===== src/rtl/aes_pkg.sv =====
// Shared constants and state encoding for the AES stream loader.
// Latency: n/a (declarations only).
// Backpressure: n/a.
package aes_pkg;

  // Default coprocessor memory map (byte addresses)
  localparam logic [31:0] DEF_IN_BASE   = 32'h0004_0000;
  localparam logic [31:0] DEF_OUT_BASE  = 32'h0004_0404;
  localparam logic [31:0] DEF_CTRL_ADDR = 32'h0004_F000;

  localparam int DEF_MAX_WORDS    = 256;
  localparam int DEF_READ_LATENCY = 2;
  localparam int DEF_POLL_TIMEOUT = 4096;

  // Control/status register bit positions
  localparam int CTRL_ENC  = 0;
  localparam int CTRL_DEC  = 1;
  localparam int CTRL_DONE = 2;

  typedef enum logic [2:0] {
    ST_IDLE,
    ST_LOAD,
    ST_KICK,
    ST_POLL_ADDR,
    ST_POLL_WAIT,
    ST_DRAIN_ADDR,
    ST_DRAIN_WAIT,
    ST_DRAIN_HOLD
  } loader_state_t;

endpackage


===== src/rtl/aes_stream_loader.sv =====
// Streams words into the AES coprocessor over MMIO, kicks it, polls done, streams results out.
// Latency: load 1 word/cycle; MMIO outputs registered (1 cycle); drain 1 word per READ_LATENCY+2 cycles.
// Backpressure: s_ready_out low outside IDLE/LOAD; results held stable until m_ready_in.
// Optional: AES_LOADER_TIMEOUT_EN adds a poll timeout that aborts with error_out set.
module aes_stream_loader
  import aes_pkg::*;
#(
  parameter logic [31:0] IN_BASE      = DEF_IN_BASE,
  parameter logic [31:0] OUT_BASE     = DEF_OUT_BASE,
  parameter logic [31:0] CTRL_ADDR    = DEF_CTRL_ADDR,
  parameter int          MAX_WORDS    = DEF_MAX_WORDS,
  parameter int          READ_LATENCY = DEF_READ_LATENCY,
  parameter int          POLL_TIMEOUT = DEF_POLL_TIMEOUT
) (
  input  logic        clk_in,
  input  logic        rst_in,
  input  logic [31:0] s_data_in,
  input  logic        s_valid_in,
  input  logic        s_last_in,
  output logic        s_ready_out,
  input  logic        mode_in,
  output logic [31:0] m_data_out,
  output logic        m_valid_out,
  output logic        m_last_out,
  input  logic        m_ready_in,
  output logic        busy_out,
  output logic        error_out,
  output logic [31:0] aes_addr_out,
  output logic [31:0] aes_data_out,
  output logic [3:0]  aes_we_out,
  input  logic [31:0] aes_data_in
);

  loader_state_t state, state_d;
  logic [8:0]  count, count_d, idx, idx_d;
  logic [1:0]  wcnt, wcnt_d;
  logic        mode, mode_d;
  logic        s_ready_d, m_valid_d, m_last_d, busy_d, error_d;
  logic [31:0] m_data_d, addr_d, wdata_d;
  logic [3:0]  we_d;
  logic        accept;

`ifdef AES_LOADER_TIMEOUT_EN
  localparam logic [11:0] POLL_LIMIT = 12'(POLL_TIMEOUT - 1);
  logic [11:0] pcnt, pcnt_d;
`endif

  assign accept = s_valid_in & s_ready_out;

  // Next-state, counter and registered-output computation
  always_comb begin
    state_d   = state;
    count_d   = count;
    idx_d     = idx;
    wcnt_d    = wcnt;
    mode_d    = mode;
    m_data_d  = m_data_out;
    m_valid_d = m_valid_out;
    m_last_d  = m_last_out;
    error_d   = error_out;
    addr_d    = aes_addr_out;
    wdata_d   = aes_data_out;
    we_d      = 4'h0;

    case (state)
      ST_IDLE: begin
        if (accept) begin
          mode_d  = mode_in;
          error_d = 1'b0;
          addr_d  = IN_BASE;
          wdata_d = s_data_in;
          we_d    = 4'hF;
          count_d = 9'd1;
          state_d = s_last_in ? ST_KICK : ST_LOAD;
        end
      end
      ST_LOAD: begin
        if (accept) begin
          addr_d  = IN_BASE + {21'd0, count, 2'b00};
          wdata_d = s_data_in;
          we_d    = 4'hF;
          count_d = count + 9'd1;
          if (s_last_in) begin
            state_d = ST_KICK;
          end else if (count_d == 9'(MAX_WORDS)) begin
            // Buffer full without a last marker: truncate the block
            error_d = 1'b1;
            state_d = ST_KICK;
          end
        end
      end
      ST_KICK: begin
        addr_d  = CTRL_ADDR;
        wdata_d = mode ? (32'd1 << CTRL_DEC) : (32'd1 << CTRL_ENC);
        we_d    = 4'hF;
        state_d = ST_POLL_ADDR;
      end
      ST_POLL_ADDR: begin
        addr_d  = CTRL_ADDR;
        wcnt_d  = 2'd0;
        state_d = ST_POLL_WAIT;
      end
      ST_POLL_WAIT: begin
        // Read address becomes visible on entry here, so data lands READ_LATENCY cycles in
        if (wcnt == 2'(READ_LATENCY)) begin
          if (aes_data_in[CTRL_DONE]) begin
            idx_d   = 9'd0;
            addr_d  = OUT_BASE;
            state_d = ST_DRAIN_ADDR;
          end else begin
            state_d = ST_POLL_ADDR;
          end
        end else begin
          wcnt_d = wcnt + 2'd1;
        end
      end
      ST_DRAIN_ADDR: begin
        // Address was registered on the way in, so it is already on the bus this cycle
        wcnt_d  = 2'd0;
        state_d = ST_DRAIN_WAIT;
      end
      ST_DRAIN_WAIT: begin
        if (wcnt == 2'(READ_LATENCY - 1)) begin
          m_data_d  = aes_data_in;
          m_valid_d = 1'b1;
          m_last_d  = (idx == count - 9'd1);
          state_d   = ST_DRAIN_HOLD;
        end else begin
          wcnt_d = wcnt + 2'd1;
        end
      end
      ST_DRAIN_HOLD: begin
        if (m_ready_in) begin
          m_valid_d = 1'b0;
          m_last_d  = 1'b0;
          if (m_last_out) begin
            state_d = ST_IDLE;
          end else begin
            idx_d   = idx + 9'd1;
            addr_d  = OUT_BASE + {21'd0, idx + 9'd1, 2'b00};
            state_d = ST_DRAIN_ADDR;
          end
        end
      end
      default: state_d = ST_IDLE;
    endcase

`ifdef AES_LOADER_TIMEOUT_EN
    pcnt_d = pcnt;
    if (state == ST_KICK) begin
      pcnt_d = 12'd0;
    end else if (state == ST_POLL_ADDR || state == ST_POLL_WAIT) begin
      // A done seen on the final poll cycle still wins over the abort
      if (pcnt == POLL_LIMIT && state_d != ST_DRAIN_ADDR) begin
        error_d = 1'b1;
        state_d = ST_IDLE;
      end else begin
        pcnt_d = pcnt + 12'd1;
      end
    end
`endif

    s_ready_d = (state_d == ST_IDLE) || (state_d == ST_LOAD);
    busy_d    = (state_d != ST_IDLE);
  end

  // State and output registers; reset abandons any transfer in flight
  always_ff @(posedge clk_in) begin
    if (rst_in) begin
      state        <= ST_IDLE;
      count        <= 9'd0;
      idx          <= 9'd0;
      wcnt         <= 2'd0;
      mode         <= 1'b0;
      s_ready_out  <= 1'b0;
      m_data_out   <= 32'd0;
      m_valid_out  <= 1'b0;
      m_last_out   <= 1'b0;
      busy_out     <= 1'b0;
      error_out    <= 1'b0;
      aes_addr_out <= 32'd0;
      aes_data_out <= 32'd0;
      aes_we_out   <= 4'h0;
    end else begin
      state        <= state_d;
      count        <= count_d;
      idx          <= idx_d;
      wcnt         <= wcnt_d;
      mode         <= mode_d;
      s_ready_out  <= s_ready_d;
      m_data_out   <= m_data_d;
      m_valid_out  <= m_valid_d;
      m_last_out   <= m_last_d;
      busy_out     <= busy_d;
      error_out    <= error_d;
      aes_addr_out <= addr_d;
      aes_data_out <= wdata_d;
      aes_we_out   <= we_d;
    end
  end

`ifdef AES_LOADER_TIMEOUT_EN
  // Poll timeout counter
  always_ff @(posedge clk_in) begin
    if (rst_in) begin
      pcnt <= 12'd0;
    end else begin
      pcnt <= pcnt_d;
    end
  end
`endif

endmodule


===== config.mk =====
export PLATFORM = sky130hd
export DESIGN_NAME = aes_stream_loader
export DESIGN_NICKNAME = d
export VERILOG_FILES = /design/src/rtl/aes_pkg.sv /design/src/rtl/aes_stream_loader.sv
export SDC_FILE = /design/constraint.sdc
export NUM_CORES = 1
export LEC_CHECK = 0
export CAP_MARGIN = 40
export CORE_MARGIN = 2
export CORE_UTILIZATION = 41
export DETAILED_ROUTE_END_ITERATION = 16
export DONT_BUFFER_PORTS = 1
export GPL_ROUTABILITY_DRIVEN = 0
export SYNTH_ARGS = -nofsm -noshare
export SYNTH_HDL_FRONTEND = slang
export SYNTH_SLANG_ARGS = --single-unit

===== constraint.sdc =====
create_clock -name clk_in -period 2.85 [get_ports clk_in]
set_input_delay 0.57 -clock clk_in [delete_from_list [all_inputs] [get_ports clk_in]]
set_output_delay 0.57 -clock clk_in [all_outputs]
set_load 0.05 [all_outputs]

==> impl_metrics.ini <==
[synth]
yosys_warnings = 0
synth_area_um2 = 5280
ys.flop_type = dfxtp_1
synth-seq-cells = 106
yosysSeqAreaShare_pct = 40.2
syn_area_per_cell_um2 = 7.85
synth_edf_count = 0
synthTopCellsByArea = dfxtp_1 40%, nand2_1 11%, a21oi_1 8.6%
yosysUniqueCellTypes = 65
syn_inst = 673
synth-async-reset-ratio_pct = 0
synth_top_cell_area_share_pct = 40.2
yosysTopAreaCell = dfxtp_1

[layout]
area_growth_pct = 6.06
n_antenna_cell = 0
nNetsFinal = 721
drive_gt1_share_pct = 7.70

[route]
drt-met1-wl_mm = 5.58
wl_mm = 13.7
first_pass_iters = 5
routed-via-count = 4535
drc = 0
wire_per_inst_um = 16.6
top_layer = met4
dr_wl_met2_mm = 6.61
met3_length_mm = 1.19
drt_iter0_drc = 334
vias_per_cell = 5.52
drt.antenna.violating_nets = 0

[sta]
finalSetupViolations = 0
finalCriticalPeriod_ns = 2.66
finalSetupTns_ns = 0
slew_viol_final = 0
rsz0062_at_grt = no
finalHoldViolCount = 0
max_freq_ghz = 0.376
timing.final.crit_share_pct = 93.2
layout_setup_ws_ns = 0.194
fin_skew_ns = 0.00930
timing.slew.headroom_pct = 55.5
worst_slew_pin_slew_ns = 0.651

[die]
io_pins = 175
fp-row-count = 41
die-area_um2 = 13800
die_w_um = 117
start_util_pct = 41.9
die_h_um = 117
core_um2 = 12600

[clock_tree]
cts_htree_levels = 3
cts-resized-gates = 0
cts_hold_buf = 0
cts.path.max_buffers = 2
clk_pin_slew_worst_paths_ns = 0.07
cts_setup_buffers = 0
numCtsBuffers = 9
cts_root_buf = clkbuf_16
cts_tree = done
insertion_delay_ns = 0.35
cts.sink_count = 106

[worst_hold_path]
worstHoldPathCells = 1
hp-class = in -> reg

[pwr]
vdd_drop_max_v = 0.000426
leakagePower_nw = 1.96
power_density_nw_per_um2 = 618
p_seq_share_pct = 50.3
power.internal_w = 0.00244
clock_power_share_pct = 39.0
switching_share_pct = 29.4
comb_power_share_pct = 10.7
power.net_switching_w = 0.00102

[run_status]
status = completed

[setup_path]
start_kind = register
critPathArrivalTime_ns = 2.93
critPathKind = reg -> reg
rr_worst_depth = 7
cp_max_fo = 9
cp-end-kind = register
crit_required_ns = 3.12

[global_route]
grt_pass1_vias = 4243
overflow = 0
track_usage_pct = 19.4
grt_pass1_wl_mm = 21.7
grt_max_degree = 81
antenna_found_initial = 0

[place]
dp_hpwl_mm = 9.59
io_buffer_count = 0
pre_cts_slack_ns = 0.276

[job]
drv_cap = 0
[per-stage QoR]
stage	hold slack, ns	instance area [µm²]	power, W	cells	util, %
6_report	0.290	5600	0.00346	821	44.4
5_1_grt	0.267	5600	0.00360	821	44.4
4_1_cts	0.271	5600	0.00351	821	44.4
3_5_place_dp	0.489	5270	0.00215	805	41.8
3_3_place_gp	0.476	5230	0.00213	803	41.5
2_1_floorplan	0.461	5340	0.00211	689	-
[cell usage in the layout (no fill, tap or decap), types with 6 or more instances in the layout]
cell,instances
o21ai_0,21
ha_1,7
clkbuf_16,9
buf_4,13
nand2_1,152
xnor2_1,14
a21oi_1,91
and3_1,6
or3_1,6
conb_1,17
xor2_1,12
a22oi_1,8
nor2_1,39
nand3_1,17
inv_1,13
nor3_1,14
dfxtp_1,104
[kinds of logic (layout without fill, tap and decap cells)]
family	count (synthesis)	after routing	share of synthesized area, %
buffers and inverters	85	45	9.43
multiplexers	4	4	0.758
flip-flops	106	106	40.2
XOR/XNOR	26	26	4.31
AND/OR/NAND/NOR	278	278	24.1
AO/OA/AOI/OAI	166	166	19.5
other	1	17	0.0710
adder cells (fa/ha/maj)	7	7	1.66
[layer usage]
metal / GRT usage [%] / up-vias
met3: 7.56 / 20
met4: 6.02 / 0
met5: 0 / -
li1: - / 2196
met1: 22.6 / 2145
met2: 32.8 / 174
[path summary, 6_finish.rpt]
kind / slack, ns / from / endpoint
setup / recovery: 0.19 / idx[1] / aes_addr_out[11]
hold / removal: 0.29 / rst_in / m_data_out[12]
setup reg to reg: 0.19 / idx[1] / aes_addr_out[11]
hold reg to reg: 0.50 / mode / mode
[power groups by stage]
stage,Combinational (W),Sequential [W],Clock (W)
6_report,0.000370,0.00174,0.00135
5_1_grt,0.000407,0.00175,0.00144
4_1_cts,0.000371,0.00174,0.00139
3_5_place_dp,0.000370,0.00178,0
3_3_place_gp,0.000323,0.00181,0
2_1_floorplan,0.000357,0.00175,0
[flip-flops by register name, summed over array words and instances, names as in the netlist]
name / flops
aes_data_out: 32
m_data_out: 32
aes_addr_out: 12
count: 9
idx: 9
state: 3
wcnt: 2
aes_we_out: 1
busy_out: 1
error_out: 1
m_last_out: 1
m_valid_out: 1
mode: 1
s_ready_out: 1
[Yosys cell counts (2+ instances only)]
master and count:
nor3_1 15, a22oi_1 8, nand2_1 152, nor2b_1 3
buf_6 5, and2_1 5, mux2i_1 4, a32oi_1 2
a221oi_1 2, buf_4 24, or2_2 2, buf_2 5
o31ai_1 4, o21ai_0 21, a311oi_1 4, a2bb2oi_1 5
nand2b_1 5, nor2_1 39, ha_1 7, a21oi_1 91
a211oi_1 4, xnor2_1 14, dfxtp_1 106, nor4_1 5
xor2_1 12, o21a_1 2, nor3b_1 3, nand3b_1 2
clkbuf_1 32, nand3_1 17, nand4_1 5, or3_1 6
a222oi_1 2, o21ai_1 2, a41oi_1 2, clkbuf_8 4
a21o_1 2, inv_1 13, and3_1 6, a31o_2 2
a31oi_1 5
[area by class of cell]
| cell class | count | area [µm²] |
|---|---|---|
| Tap cell | 172 | 215 |
| Clock buffer | 11 | 243 |
| Fill cell | 1306 | 7020 |
| Sequential cell | 106 | 2120 |
| Inverter | 13 | 48.8 |
| Multi-Input combinational cell | 498 | 2730 |
| Timing Repair Buffer | 16 | 158 |
| Clock inverter | 5 | 86.3 |
[critical path: stages (launching register included)]
cell       delay [ns]
dfxtp_1          0.58
ha_1             0.41
and3b_1          0.25
o221ai_2         0.14
a2111oi_4        0.50
a41oi_1          0.16
or3_1            0.36
a21oi_1          0.17
(Power assumes the default switching activity.)
